**src/rtl/period_sequencer.sv**
```systemverilog
// Purpose : run controller for a terminal-count counter; latches the compare value,
//           issues clear and prescaled enable strobes, and counts tc rising edges to done.
// Latency : start accepted on the clock it is sampled in IDLE; cnt_clr the next cycle;
//           done one clock after the tc edge that completes the run.
// Backpressure: none; start is ignored while busy or in DONE, and abort overrides everything but r.
//
// Ports:
//   clk, r             rising-edge clock, synchronous active-high reset
//   start, abort       run control (abort wins over start)
//   period, prescale,  run configuration, latched on an accepted start
//   repeats
//   tc_in              terminal-count level from the downstream counter
//   data_out           latched period, drives the counter's data input
//   e_out, cnt_clr     enable strobe and one-cycle clear pulse to the counter
//   busy, done         busy in LOAD/RUN; one-cycle done pulse
//   rep_cnt            tc edges seen in the current run (saturating)
//
// Build option: define AUTO_RELOAD_EN so DONE restarts the run (DONE -> LOAD) with the
// latched values instead of returning to IDLE.

module period_sequencer #(
    parameter int SIZE  = 4,
    parameter int PSC_W = 8,
    parameter int REP_W = 8
) (
    input  logic             clk,
    input  logic             r,
    input  logic             start,
    input  logic             abort,
    input  logic [SIZE-1:0]  period,
    input  logic [PSC_W-1:0] prescale,
    input  logic [REP_W-1:0] repeats,
    input  logic             tc_in,
    output logic [SIZE-1:0]  data_out,
    output logic             e_out,
    output logic             cnt_clr,
    output logic             busy,
    output logic             done,
    output logic [REP_W-1:0] rep_cnt
);

    typedef enum logic [1:0] {
        S_IDLE = 2'd0,
        S_LOAD = 2'd1,
        S_RUN  = 2'd2,
        S_DONE = 2'd3
    } state_t;

    state_t           state;
    logic [PSC_W-1:0] psc_l;
    logic [PSC_W-1:0] pcnt;
    logic [REP_W-1:0] rep_l;
    logic             tc_prev;

    logic             tc_edge;
    logic             term_edge;
    logic [REP_W-1:0] rep_inc;

    // Rising edge of tc_in, only meaningful while running.
    assign tc_edge   = (state == S_RUN) && tc_in && !tc_prev;
    // Saturating increment: rep_cnt sticks at all-ones rather than wrapping.
    assign rep_inc   = (rep_cnt == {REP_W{1'b1}}) ? rep_cnt : rep_cnt + REP_W'(1);
    // The edge that reaches the latched repeat count ends the run.
    assign term_edge = tc_edge && (rep_inc == rep_l);

    // Strobes are decoded from registered state; abort masks them in the abort cycle
    // itself, and the completing edge masks the enable in its own cycle.
    assign e_out   = (state == S_RUN) && (pcnt == '0) && !term_edge && !abort;
    assign cnt_clr = (state == S_LOAD) && !abort;
    assign done    = (state == S_DONE) && !abort;
    assign busy    = (state == S_LOAD) || (state == S_RUN);

    always_ff @(posedge clk) begin
        if (r) begin
            state    <= S_IDLE;
            data_out <= '0;
            psc_l    <= '0;
            rep_l    <= '0;
            pcnt     <= '0;
            tc_prev  <= 1'b0;
            rep_cnt  <= '0;
        end else begin
            case (state)
                S_IDLE: begin
                    tc_prev <= 1'b0;
                    if (start && !abort) begin
                        data_out <= period;
                        psc_l    <= prescale;
                        rep_l    <= repeats;
                        rep_cnt  <= '0;
                        state    <= S_LOAD;
                    end
                end

                S_LOAD: begin
                    pcnt    <= psc_l;
                    // History restarts from the level seen here, so a tc_in that is
                    // already high when RUN begins is not mistaken for an edge.
                    tc_prev <= tc_in;
                    if (abort) begin
                        state <= S_IDLE;
                    end else if (rep_l == '0) begin
                        state <= S_DONE;
                    end else begin
                        state <= S_RUN;
                    end
                end

                S_RUN: begin
                    if (abort) begin
                        state <= S_IDLE;
                    end else begin
                        tc_prev <= tc_in;
                        if (pcnt == '0) begin
                            pcnt <= psc_l;
                        end else begin
                            pcnt <= pcnt - PSC_W'(1);
                        end
                        if (tc_edge) begin
                            rep_cnt <= rep_inc;
                        end
                        if (term_edge) begin
                            state <= S_DONE;
                        end
                    end
                end

                S_DONE: begin
                    tc_prev <= 1'b0;
                    if (abort) begin
                        state <= S_IDLE;
                    end else begin
`ifdef AUTO_RELOAD_EN
                        // Restart with the latched configuration; progress starts over.
                        rep_cnt <= '0;
                        state   <= S_LOAD;
`else
                        state   <= S_IDLE;
`endif
                    end
                end

                default: state <= S_IDLE;
            endcase
        end
    end

endmodule
```
**config.mk**
```make
export PLATFORM = sky130hd
export DESIGN_NAME = period_sequencer
export DESIGN_NICKNAME = d
export VERILOG_FILES = /design/src/rtl/period_sequencer.sv
export SDC_FILE = /design/constraint.sdc
export NUM_CORES = 1
export LEC_CHECK = 0
export ABC_AREA = 1
export CAP_MARGIN = 10
export CELL_PAD_IN_SITES_DETAIL_PLACEMENT = 0
export CELL_PAD_IN_SITES_GLOBAL_PLACEMENT = 1
export CORE_MARGIN = 10
export CORE_UTILIZATION = 36
export CTS_CLUSTER_DIAMETER = 60
export DETAILED_ROUTE_END_ITERATION = 10
export GPL_ROUTABILITY_DRIVEN = 0
export MAX_ROUTING_LAYER = met4
export PLACE_DENSITY = 0.75
export SLEW_MARGIN = 30
export SYNTH_ARGS = -nofsm -noshare
export SYNTH_HDL_FRONTEND = slang
export SYNTH_SLANG_ARGS = --single-unit
export TNS_END_PERCENT = 100
```
**constraint.sdc**
```tcl
create_clock -name clk -period 2.85 [get_ports clk]
set_clock_uncertainty 0.2 [all_clocks]
set_input_delay 0.57 -clock clk [delete_from_list [all_inputs] [get_ports clk]]
set_output_delay 0.57 -clock clk [all_outputs]
set_load 0.02 [all_outputs]
```
# Word level (Yosys, flattened, before mapping)
# Index checks and enable logic that the tools add are counted.
# word_totals
out_inout_bits	16
elab_cells	57
input_bits	25
regBits	39
# op_classes
n_reduce_logical	23
n_eq_ne	9
mux	16
add_sub_neg	2
# op_table
cell	n
8-bit two-way mux	6
8-bit case mux with 2 select lines	2
8-bit logical NOT	2
1-bit logical AND	9
8-bit by 1-bit adder with 8-bit output (second input constant)	1
8-bit == test	1
8-bit == test (second input constant)	1
2-bit two-way mux	4
2-bit case mux with 4 select lines	1
8-bit by 1-bit subtractor with 8-bit output (second input constant)	1
2-bit inequality test (second input constant)	3
2-bit AND reduction	3
2-bit == test (second input constant)	2
4-bit AND reduction	1
2-bit nonzero test	2
1-bit logical NOT	3
3-bit inequality test (second input constant)	1
1-bit case mux with 3 select lines	1
2-bit by 1-bit == test with 1-bit output (second input constant)	1
2-bit logical NOT	1
1-bit two-way mux	2
2-bit OR reduction	1
1-bit logical OR	1

# Longest topological paths before layout
# logic_depth
ltp_word	7
ltp_mapped	14
depth_no_buf	14

# Worst setup path after synthesis
# No wires, ideal clock.
# synth_path
path_kind	register to output
startpoint	register rep_cnt[0]
endpoint	output port e_out
path_buffers	0
setup_slack_ps	255
arrival_ps	1825
stages_incl_launch_ff	11
required_time_ps	2080
cell_sequence	dfxtp_1 > ha_1 > nand2_2 > nor2_4 > nand2_4 > nand2_1 > xor2_1 > nor2_1 > nand2_2 > o21ai_4 > nor2_1
# synth_via
elab_chain_len	7
word_cells_on_any_way	8
cone_classes	add/sub: 1; eq/ne: 2; mux: 1; reduce/logical: 4
# synth_rtl
item	line	text
start: declaration	39	output logic [REP_W-1:0] rep_cnt
start signal: assignment	120	rep_cnt <= rep_inc;
8-bit by 1-bit adder with 8-bit output or 8-bit == test (tied branches)	62	assign rep_inc = (rep_cnt == {REP_W{1'b1}}) ? rep_cnt : rep_cnt + REP_W'(1);
8-bit two-way mux (*)	62	
8-bit == test (*)	64	assign term_edge = tc_edge && (rep_inc == rep_l);
1-bit logical AND (*)	64	
1-bit logical NOT (*)	68	assign e_out = (state == S_RUN) && (pcnt == '0) && !term_edge && !abort;
1-bit logical AND (*) (2 in a row)	68	
end: declaration	35	output logic e_out,
# Every way passes the cells marked *; elsewhere a longest branch is shown, timed or not.

# Worst setup path after layout
# layout_path
startpoint	input port abort
endpoint	output port cnt_clr
# layout_via
elab_chain_len	2
# layout_rtl
item	line	text
start: declaration	29	input logic abort,
1-bit logical NOT	69	assign cnt_clr = (state == S_LOAD) && !abort;
1-bit logical AND	69	
end: declaration	36	output logic cnt_clr,
# No other way between the ends.

==> qor.yml <==
status: "finished, final reports clean"
crit_path_top_delay_cell: "clkdlybuf4s50_1"
dp.cells: 428
ios: 41
die_x_microns: 96.71
dieArea_sq_um: 9352
grt-ovfl-total: 0
hold_start: "data_out[0]"
async_flop_share_pct: 0
ys_seq_area_share_pct: 36.86
yosys_warnings: 0
die_h_microns: 96.71
rsz0062_at_grt: "no"
worst_r2r_endpoint: "state[1]"
num_vias: 2097
synth_cell_type_count: 30
vias_per_cell: 4.810
grt_max_degree: 41
drtIter0Drc: 105
multi_input_area_sq_um: 1179
synth.area.mux_share_pct: 0
period_needed_ns: 2.736
syn_area_per_cell_sq_um: 6.878
netlist_instances: 308
regToRegSetupSlack_ns: 0.80
synth-simple-area-share_pct: 25.63
synth_area_sq_um: 2118
post-cts-setup-buffer-count: 0
hpwl_microns: 4211
cts_buffer_depth: 2
setup_violations: 0
first_global_vias: 2003
cp_top_family: "buffers and inverters"
drc: 0
end_kind: "output port"
clk_pin_slew_worst_paths_ns: 0.08
ant_nets: 0
clock.fmax_mhz: 365.5
startpoint: "abort"
ctsHoldBuffers: 0
antenna_found_initial: 0
cts_tree: "yes"
initial_utilization_pct: 37.77
stdcell_count: 436
synth_edf_count: 0
slew_violations: 0
arrival_ns: 1.97
finalCritPeriodShare_pct: 95.99
cap_violations: 0
synthXorXnorAreaFrac_pct: 1.654
clock_sinks: 39
synth_top_family_by_area: "simple AND/OR/NAND/NOR gates"
diodes: 0
syn_to_final_growth_pct: 34.32
cts_buffers: 5
crit_required_ns: 2.08
clockRootBuffer: "clkbuf_8"
h-tree-depth: 2
row_count: 27
cp-start-kind: "primary input"
timing.rr.start: "rep_cnt[1]"
crit_fanout: 5
synth-adder-area-share_pct: 4.725
r2r_cells: 15
cp-endpoint: "cnt_clr"
nets: 396
routedWlPerCell_microns: 12.53
yosys.area.top_type: "dfxtp_1"
powerDensity_nw_per_um2: 735.8
clk_latency_ns: 0.29
synth_seq_cells: 39
total_power_mw: 2.094
cp.buffers_inverters: 3
grt_pass1_wl_microns: 9418
fill_cells: 611
hold_violations: 0
synthTopCellsByCount: "63 x nand2_1, 42 x inv_1, 39 x a21oi_1, 39 x dfxtp_1, 33 x o21ai_0"
first_pass_iters: 6
synth_compound_area_share_pct: 22.03
pre_cts_slack_ns: -0.1814
p_leak_nw: 1.181
synth_nets: 341
synthFlopType: "dfxtp_1"
synth_top_area_share_pct: 36.86
drive_gt1_share_pct: 13.46
yosys.cell_count.top_type: "nand2_1"
path_common_cell: "clkdlybuf4s50_1"
core_area_sq_um: 5608
ir_drop_v: 0.0004021
layout_setup_ws_ns: 0.1144
synthTopCellsByArea: "dfxtp_1 37%, nand2_1 11%, a21oi_1 9.2%"
worst_pin_slew_ns: 0.3688
crit_type: "in -> out"
slowest_delay_ns: 0.64
cp.depth: 4
path_cells: "clkdlybuf4s50_1 -> buf_4 -> nor2_1 -> clkdlybuf4s50_1"
relSlewSlack_pct: 75.19
seqCellArea_sq_um: 783.3
grt_use_total_pct: 11.84
wirelength_microns: 5461
portBuffers: 40
hold_path_class: "reg -> reg"
-- how the worst min path moves through the flow --
| stage | cells past startpoint | to | slack [ns] |
|---|---|---|---|
| after floorplan | 2 | psc_l[6] | 0.22 |
| after global placement | 2 | data_out[1] | 0.23 |
| after detailed placement | 2 | psc_l[1] | 0.24 |
| after CTS | 2 | psc_l[1] | 0.25 |
| after global routing | 2 | psc_l[1] | 0.27 |
| final | 2 | data_out[0] | 0.25 |
-- state kept, by name, summed over array words and instances, names as in the netlist --
| name | cells |
|---|---|
| rep_cnt | 8 |
| psc_l | 8 |
| rep_l | 8 |
| state | 2 |
| data_out | 4 |
| tc_prev | 1 |
| pcnt | 8 |
-- per-stage QoR --
step                      TNS (ns)  area (sq um)  hold slack (ns)  utilization [%]
final                            0          2845           0.2467            50.74
after global routing             0          2845           0.2663            50.74
after CTS                        0          2814           0.2515            50.18
after detailed placement   -0.1814          2701           0.2383            48.17
after global placement     -0.1549          2701           0.2295            48.17
after floorplan                  0          2118           0.2205                -
-- routing by layer --
layer,vias up,wire [microns],global-route usage (%)
li1,1118,-,-
met1,928,2859,15.34
met2,47,2243,17.38
met3,4,307,3.620
met4,0,51,3.044
met5,-,0,-
-- layout make-up --
| type | instances | share of cell area [%] |
|---|---|---|
| Multi-Input combinational cell | 218 | 41.42 |
| Inverter | 42 | 5.541 |
| Tap cell | 72 | 3.166 |
| Clock inverter | 3 | 1.539 |
| Sequential cell | 39 | 27.53 |
| Clock buffer | 5 | 2.419 |
| Timing Repair Buffer | 57 | 18.38 |
-- placed cells by master (no fill, tap or decap), drive strengths merged, types with 3 or more instances in the layout --
master	n
ha	8
clkdlybuf4s50	39
clkbuf	5
a21oi	39
nor2	29
nand2	69
o211ai	3
dfxtp	39
buf	18
nand3	17
nor4	3
inv	42
xor2	3
o21ai	35
-- timing repair --
action                                  4_1_cts  5_1_grt
resized for setup                             6        8
endpoints found under the setup margin        1        1
pin swaps                                     3        6
-- where the power goes --
part	switching, mW	leakage [nW]	internal (mW)
clock	0.202	0.0581	0.261
sequential	0.0762	0.319	0.652
combinational	0.542	0.803	0.360
total	0.820	1.18	1.27
-- cell families after synthesis --
| group | after synthesis |
|---|---|
| buffers and inverters | 51 |
| xor gates and xnor gates | 4 |
| and+or+nand+nor | 122 |
| AOI/OAI and AO/OA | 84 |
| DFF | 39 |
| adders and majority gates | 8 |
-- tightest hold or removal path: stages (launching register included) --
cell and delay [ns]:
dfxtp_1 0.32, inv_1 0.05, a21oi_1 0.05
(Power assumes the default switching activity.)
